`src/rtl/pc_wb_unit_if.sv`:
```
// rtl/pc_wb_unit_if.sv - PC control and writeback bus between core stages and pc_wb_unit
interface pc_wb_unit_if #(
  parameter int DataSize = 32,
  parameter int PcSize   = 10
);
  logic                stall;
  logic [1:0]          select_pc;
  logic [13:0]         imm_14bit;
  logic [23:0]         imm_24bit;
  logic [DataSize-1:0] jump_reg_data;
  logic [PcSize-1:0]   current_pc;
  logic [PcSize-1:0]   next_pc;

  logic                wb_request;
  logic [1:0]          write_reg_select;
  logic [4:0]          wb_addr;
  logic [DataSize-1:0] alu_output;
  logic [DataSize-1:0] imm_reg_data;
  logic [DataSize-1:0] mem_read_data;
  logic                mem_read_valid;
  logic [DataSize-1:0] write_reg_data;
  logic [4:0]          write_reg_addr;
  logic                write_reg_valid;
  logic                wb_busy;
  logic                wb_error;

  modport master (
    output stall, select_pc, imm_14bit, imm_24bit, jump_reg_data,
    output wb_request, write_reg_select, wb_addr, alu_output, imm_reg_data,
    output mem_read_data, mem_read_valid,
    input  current_pc, next_pc, write_reg_data, write_reg_addr,
    input  write_reg_valid, wb_busy, wb_error
  );

  modport slave (
    input  stall, select_pc, imm_14bit, imm_24bit, jump_reg_data,
    input  wb_request, write_reg_select, wb_addr, alu_output, imm_reg_data,
    input  mem_read_data, mem_read_valid,
    output current_pc, next_pc, write_reg_data, write_reg_addr,
    output write_reg_valid, wb_busy, wb_error
  );
endinterface

```
`src/rtl/pc_wb_unit.sv`:
```
// rtl/pc_wb_unit.sv - program counter register plus registered writeback with load-data wait
module pc_wb_unit #(
  parameter int DataSize = 32,
  parameter int PcSize   = 10,
  parameter int ResetPc  = 0,
  parameter int PcStep   = 4
) (
  input logic         clk,
  input logic         rst,
  pc_wb_unit_if.slave bus
);
  localparam logic [0:0] ST_IDLE     = 1'b0;
  localparam logic [0:0] ST_WAIT_MEM = 1'b1;

  // Wide enough to sign-extend either offset with at least one guard bit.
  localparam int ExtW = ((PcSize > 25) ? PcSize : 25) + 1;

  logic [PcSize-1:0]   pc_q, pc_d;
  logic [PcSize-1:0]   next_pc;
  logic [0:0]          state_q, state_d;
  logic [DataSize-1:0] data_q, data_d;
  logic [4:0]          addr_q, addr_d;
  logic                valid_q, valid_d;
  logic                error_q, error_d;

  logic [ExtW-1:0]     off14, off24;
  logic                unused_bits;

  assign off14 = {{(ExtW-15){bus.imm_14bit[13]}}, bus.imm_14bit, 1'b0};
  assign off24 = {{(ExtW-25){bus.imm_24bit[23]}}, bus.imm_24bit, 1'b0};
  assign unused_bits = ^{off14[ExtW-1:PcSize], off24[ExtW-1:PcSize],
                         bus.jump_reg_data[DataSize-1:PcSize]};

  always_comb begin
    next_pc = pc_q + PcSize'(PcStep);
    case (bus.select_pc)
      2'b00:   next_pc = pc_q + PcSize'(PcStep);
      2'b01:   next_pc = pc_q + off14[PcSize-1:0];
      2'b10:   next_pc = pc_q + off24[PcSize-1:0];
      default: next_pc = bus.jump_reg_data[PcSize-1:0];
    endcase
  end

  // The PC freezes for the whole load wait but still advances on the entry cycle.
  always_comb begin
    pc_d = pc_q;
    if (!bus.stall && state_q == ST_IDLE) pc_d = next_pc;
  end

  always_comb begin
    state_d = state_q;
    data_d  = data_q;
    addr_d  = addr_q;
    valid_d = 1'b0;
    error_d = 1'b0;
    if (state_q == ST_WAIT_MEM) begin
      if (bus.mem_read_valid) begin
        data_d  = bus.mem_read_data;
        valid_d = 1'b1;
        state_d = ST_IDLE;
      end
    end else if (bus.wb_request) begin
      case (bus.write_reg_select)
        2'b00: begin
          data_d  = bus.alu_output;
          addr_d  = bus.wb_addr;
          valid_d = 1'b1;
        end
        2'b01: begin
          data_d  = bus.imm_reg_data;
          addr_d  = bus.wb_addr;
          valid_d = 1'b1;
        end
        2'b10: begin
          addr_d = bus.wb_addr;
          if (bus.mem_read_valid) begin
            data_d  = bus.mem_read_data;
            valid_d = 1'b1;
          end else begin
            state_d = ST_WAIT_MEM;
          end
        end
        default: error_d = 1'b1;
      endcase
    end
  end

  always_ff @(posedge clk) begin
    if (rst) begin
      pc_q    <= PcSize'(ResetPc);
      state_q <= ST_IDLE;
      data_q  <= '0;
      addr_q  <= '0;
      valid_q <= 1'b0;
      error_q <= 1'b0;
    end else begin
      pc_q    <= pc_d;
      state_q <= state_d;
      data_q  <= data_d;
      addr_q  <= addr_d;
      valid_q <= valid_d;
      error_q <= error_d;
    end
  end

  assign bus.current_pc      = pc_q;
  assign bus.next_pc         = next_pc;
  assign bus.write_reg_data  = data_q;
  assign bus.write_reg_addr  = addr_q;
  assign bus.write_reg_valid = valid_q;
  assign bus.wb_busy         = (state_q == ST_WAIT_MEM);
  assign bus.wb_error        = error_q;
endmodule
```
`src/flat_wrapper.sv`:
```
// flat-port wrapper written by rule: the top's interface ports become plain ports
module pc_wb_unit_flat 
#(
  parameter int DataSize = 32,
  parameter int PcSize   = 10,
  parameter int ResetPc  = 0,
  parameter int PcStep   = 4
)
  (clk, rst, bus_stall, bus_select_pc, bus_imm_14bit, bus_imm_24bit, bus_jump_reg_data, bus_wb_request, bus_write_reg_select, bus_wb_addr, bus_alu_output, bus_imm_reg_data, bus_mem_read_data, bus_mem_read_valid, bus_current_pc, bus_next_pc, bus_write_reg_data, bus_write_reg_addr, bus_write_reg_valid, bus_wb_busy, bus_wb_error);
  pc_wb_unit_if #(.DataSize(DataSize), .PcSize(PcSize)) bus_i ();
  input logic clk;
  input logic rst;
  input wire logic [$bits(bus_i.stall)-1:0] bus_stall;
  input wire logic [$bits(bus_i.select_pc)-1:0] bus_select_pc;
  input wire logic [$bits(bus_i.imm_14bit)-1:0] bus_imm_14bit;
  input wire logic [$bits(bus_i.imm_24bit)-1:0] bus_imm_24bit;
  input wire logic [$bits(bus_i.jump_reg_data)-1:0] bus_jump_reg_data;
  input wire logic [$bits(bus_i.wb_request)-1:0] bus_wb_request;
  input wire logic [$bits(bus_i.write_reg_select)-1:0] bus_write_reg_select;
  input wire logic [$bits(bus_i.wb_addr)-1:0] bus_wb_addr;
  input wire logic [$bits(bus_i.alu_output)-1:0] bus_alu_output;
  input wire logic [$bits(bus_i.imm_reg_data)-1:0] bus_imm_reg_data;
  input wire logic [$bits(bus_i.mem_read_data)-1:0] bus_mem_read_data;
  input wire logic [$bits(bus_i.mem_read_valid)-1:0] bus_mem_read_valid;
  output wire logic [$bits(bus_i.current_pc)-1:0] bus_current_pc;
  output wire logic [$bits(bus_i.next_pc)-1:0] bus_next_pc;
  output wire logic [$bits(bus_i.write_reg_data)-1:0] bus_write_reg_data;
  output wire logic [$bits(bus_i.write_reg_addr)-1:0] bus_write_reg_addr;
  output wire logic [$bits(bus_i.write_reg_valid)-1:0] bus_write_reg_valid;
  output wire logic [$bits(bus_i.wb_busy)-1:0] bus_wb_busy;
  output wire logic [$bits(bus_i.wb_error)-1:0] bus_wb_error;
  assign bus_i.stall = bus_stall;
  assign bus_i.select_pc = bus_select_pc;
  assign bus_i.imm_14bit = bus_imm_14bit;
  assign bus_i.imm_24bit = bus_imm_24bit;
  assign bus_i.jump_reg_data = bus_jump_reg_data;
  assign bus_i.wb_request = bus_wb_request;
  assign bus_i.write_reg_select = bus_write_reg_select;
  assign bus_i.wb_addr = bus_wb_addr;
  assign bus_i.alu_output = bus_alu_output;
  assign bus_i.imm_reg_data = bus_imm_reg_data;
  assign bus_i.mem_read_data = bus_mem_read_data;
  assign bus_i.mem_read_valid = bus_mem_read_valid;
  assign bus_current_pc = bus_i.current_pc;
  assign bus_next_pc = bus_i.next_pc;
  assign bus_write_reg_data = bus_i.write_reg_data;
  assign bus_write_reg_addr = bus_i.write_reg_addr;
  assign bus_write_reg_valid = bus_i.write_reg_valid;
  assign bus_wb_busy = bus_i.wb_busy;
  assign bus_wb_error = bus_i.wb_error;
  pc_wb_unit #(.DataSize(DataSize), .PcSize(PcSize), .ResetPc(ResetPc), .PcStep(PcStep)) u_core (.clk(clk), .rst(rst), .bus(bus_i));
endmodule
```
`config.mk`:
```
export PLATFORM = sky130hd
export DESIGN_NAME = pc_wb_unit_flat
export DESIGN_NICKNAME = d
export VERILOG_FILES = /design/src/rtl/pc_wb_unit_if.sv /design/src/rtl/pc_wb_unit.sv /design/src/flat_wrapper.sv
export SDC_FILE = /design/constraint.sdc
export NUM_CORES = 1
export LEC_CHECK = 0
export BUFFER_PORTS_ARGS = -buffer_cell sky130_fd_sc_hd__buf_2
export CAP_MARGIN = 20
export CORE_MARGIN = 2
export CORE_UTILIZATION = 45
export CTS_CLUSTER_DIAMETER = 120
export DETAILED_ROUTE_END_ITERATION = 6
export GPL_TIMING_DRIVEN = 0
export PLACE_DENSITY = 0.91
export SKIP_CTS_REPAIR_TIMING = 1
export SLEW_MARGIN = 20
export SYNTH_ARGS = -nofsm -noshare
export SYNTH_HDL_FRONTEND = slang
export SYNTH_SLANG_ARGS = --single-unit
```
`constraint.sdc`:
```
create_clock -name clk -period 3.48 [get_ports clk]
set_input_delay 0.348 -clock clk [delete_from_list [all_inputs] [get_ports clk]]
set_output_delay 0.348 -clock clk [all_outputs]
set_load 0.05 [all_outputs]
```
==> summary.txt <==
Run status = completed
Worst min-delay path class = in2reg
Uppermost routed layer = met4
Layout area overhead = 29.14%
Antenna diodes = 0
Die Span Y = 101.3 µm
Layout cells sized above 1 = 42.44%
Vias in the first global route = 4,420
Fin crit share = 95.59%
Final instance area = 0.005507 mm²
Routed vias/inst = 5.394
Async set-or-reset flop fraction in the synthesized netlist = 0%
CTS Root Cell = clkbuf_8
Clock power share = 21.4%
P_leak = 2.646 nW
Die Wd = 101.3 µm
Fmax achieved = 0.3006 GHz
Post-Layout Cell Count = 865
NumNets Final = 952
Top FF cell, synth = dfxtp_1
DRC marker count from the first detailed-route iteration = 161
Gr usage total = 24.36%
Antenna Nets Post-Route = 0
# port buffers = 195
Worst setup SP type = input pin
Initial DRT Pass Iterations = 5
Worst Tran Pin Value = 0.7119 ns
Setup tns final = 0 ns
Initial Util = 46.37%
EDFF count, synth = 0
CP Data Arrival Time = 2.98 ns
Net Sw Frac = 42.04%
Mapped Nets = 749
RSZ-0062 raised after global routing = false
Multi-input gate area = 0.002780 mm²
Period minus WS final = 3.327 ns
Wirelength, routed = 13,260 µm
Yosys reg bits = 50
P_int = 1.161 mW
Routed wire per std cell = 15.33 µm
Met2 wire length = 6634 µm
Final GP Congestion = 0.9490
Clk Latency, worst-skew pair = 0.30 ns
TritonCTS Sinks = 50
Hold WS = 0.2842 ns
Top post-synthesis cells by area = dfxtp_1 (23%), a221oi_2 (8.8%), inv_1 (6.3%)
Seq/Total Area, Yosys = 23.47%
Core area = 0.009196 mm²
CP dominant cell by count = ha_1
Yosys warning count = 0
Netlist cell types = 58
Synth top area share = 23.47%
Pin count of the biggest net entering global routing = 15
Finish-stage setup viols = 0
Routed vias = 4,666
Number of max-cap violations = 0
Global-route wire length before repair = 20,160 µm
Sequential Area = 0.001001 mm²
Post-synthesis cell count = 551
Syn avg cell area = 7.739 µm²
Required time worst endpoint = 3.13 ns
Placed Area = 0.005379 mm²
R2R Setup Slk = 1.30 ns
Antenna violations before repair = 0
Final hold violations = 0
CP max stage delay = 0.43 ns
Logic pwr share = 45.6%
Total net switching power = 842.0 µW
Worst-path cell chain = buf_2 -> inv_1 -> ha_1 -> buf_4 -> mux2_2 -> ha_1 -> fa_1 -> nand3_1 -> nand2_1 -> a221oi_4 -> nor3_1 -> a211o_1 -> clkbuf_4
Critical path class = in2out
Mapped cell area = 0.004264 mm²
P per Cell Area = 363.7 mW/mm²
Crit. End Element = output port
Gr ovfl total = 0
Row count = 35
Worst slew margin = 52.54%
Most area-hungry cell type in the Yosys netlist = dfxtp_1
Worst vdd ir = 0.2558 mV
Dpl hpwl = 10,490 µm
Placed cell count = 857
CTS Buffer Depth = 2
Clock transition at path regs = 0.09 ns
Met1 Wirelength = 5427 µm
Die area = 0.01027 mm²
Sequential share of power = 33.0%
Total CTS buffers = 5
Layout fillers = 815
Clk_skew = 0.009848 ns
I/O Pins = 240
Met3 routed WL = 929 µm
Slew Viols, Final = 0
CTS H-tree lvls = 2
Slowest library cell on the worst path = fa_1
Residual DRC = 0
TritonCTS clock tree = built
Crit Path Max Fanout = 9
final cells by class:
class	instances	area share, %
tap	111	2.522
sequential	50	18.18
timing repair buffer	196	17.95
buffer	39	3.908
clock buffer	6	1.500
multi-input combinational	390	50.49
inverter	72	4.908
clock inverter	1	0.5453
per-stage QoR:
stage | total power, mW | setup WS [ns] | util, %
final | 2.003 | 0.1534 | 59.88
after global routing | 2.110 | 0.01170 | 59.88
after CTS | 2.008 | 0.04829 | 59.71
after detailed placement | 1.575 | 0.05276 | 58.49
after global placement | 1.557 | 0.1063 | 58.49
after floorplan | 1.329 | 0.05458 | -
cell usage after synthesis, types with 10 or more instances:
cell type,count
a21oi_1,49
a21oi_2,27
inv_1,71
clkbuf_1,18
nand2_1,22
mux2_2,10
nor2_1,53
buf_2,16
nor2b_1,30
o21ai_0,16
o21ai_1,25
a221oi_2,25
dfxtp_1,50
ha_1,17
nor2_2,29
logic make-up after synthesis:
| kind of cell | after synthesis | share of synthesized area, % |
|---|---|---|
| compound gates | 182 | 33.54 |
| simple gates | 163 | 19.75 |
| buf+inv | 111 | 11.33 |
| flops | 50 | 23.47 |
| fa+ha+maj | 18 | 5.458 |
| mux | 17 | 4.401 |
| xor+xnor | 10 | 2.054 |
critical path: cells and delay by family:
| family | cells | cell delay (ns) |
|---|---|---|
| muxes | 1 | 0.36 |
| AOI/OAI and AO/OA | 2 | 0.52 |
| buffers and inverters | 4 | 0.58 |
| and+or+nand+nor | 3 | 0.35 |
| adders and majority gates | 3 | 0.81 |
flip-flops by register name, indices dropped and copies added, names as in the netlist:
signal	count
u_core.bus.write_reg_valid	1
u_core.bus.wb_busy	1
u_core.bus.wb_error	1
u_core.bus.current_pc	10
u_core.bus.write_reg_addr	5
u_core.bus.write_reg_data	32
routing by layer:
metal | vias up | track usage [%]
met3 | 24 | 4.003
met2 | 210 | 46.51
li1 | 2303 | -
met4 | 0 | 8.524
met5 | - | 0
met1 | 2129 | 27.01
power by group through the flow:
stage / Combinational, mW / Sequential (mW) / Clock, mW
after floorplan: 0.504 / 0.824 / 0
after global placement: 0.886 / 0.670 / 0
after detailed placement: 0.903 / 0.672 / 0
after CTS: 0.907 / 0.659 / 0.442
after global routing: 0.984 / 0.665 / 0.461
final: 0.914 / 0.660 / 0.429
path summary, 6_finish.rpt:
| check | from | to | cells past startpoint |
|---|---|---|---|
| max reg2reg | u_core.bus.current_pc[1] | u_core.bus.current_pc[9] | 8 |
| max | bus_select_pc[0] | bus_next_pc[9] | 13 |
| min reg2reg | u_core.bus.write_reg_data[10] | u_core.bus.write_reg_data[10] | 2 |
| min | bus_wb_addr[1] | u_core.bus.write_reg_addr[1] | 3 |
placed cells by master, fill, tap and decap left out, drive strengths merged, types with 2 or more instances in the layout:
cell      n
a221oi   35
and2b     2
xor2      3
nand3     9
a311oi    4
nor3      2
mux2     11
xnor2     7
and3      2
a211oi    4
clkbuf   25
o31ai     2
a21o      5
a31oi     2
nand2    22
o21ai    41
dfxtp    50
a22oi     3
and2      2
nor2     82
mux2i     6
buf     216
nand2b    3
nor3b     2
inv      71
a211o     2
a21oi    76
nor2b    30
ha       17
Power figures use the tool's default switching activity.
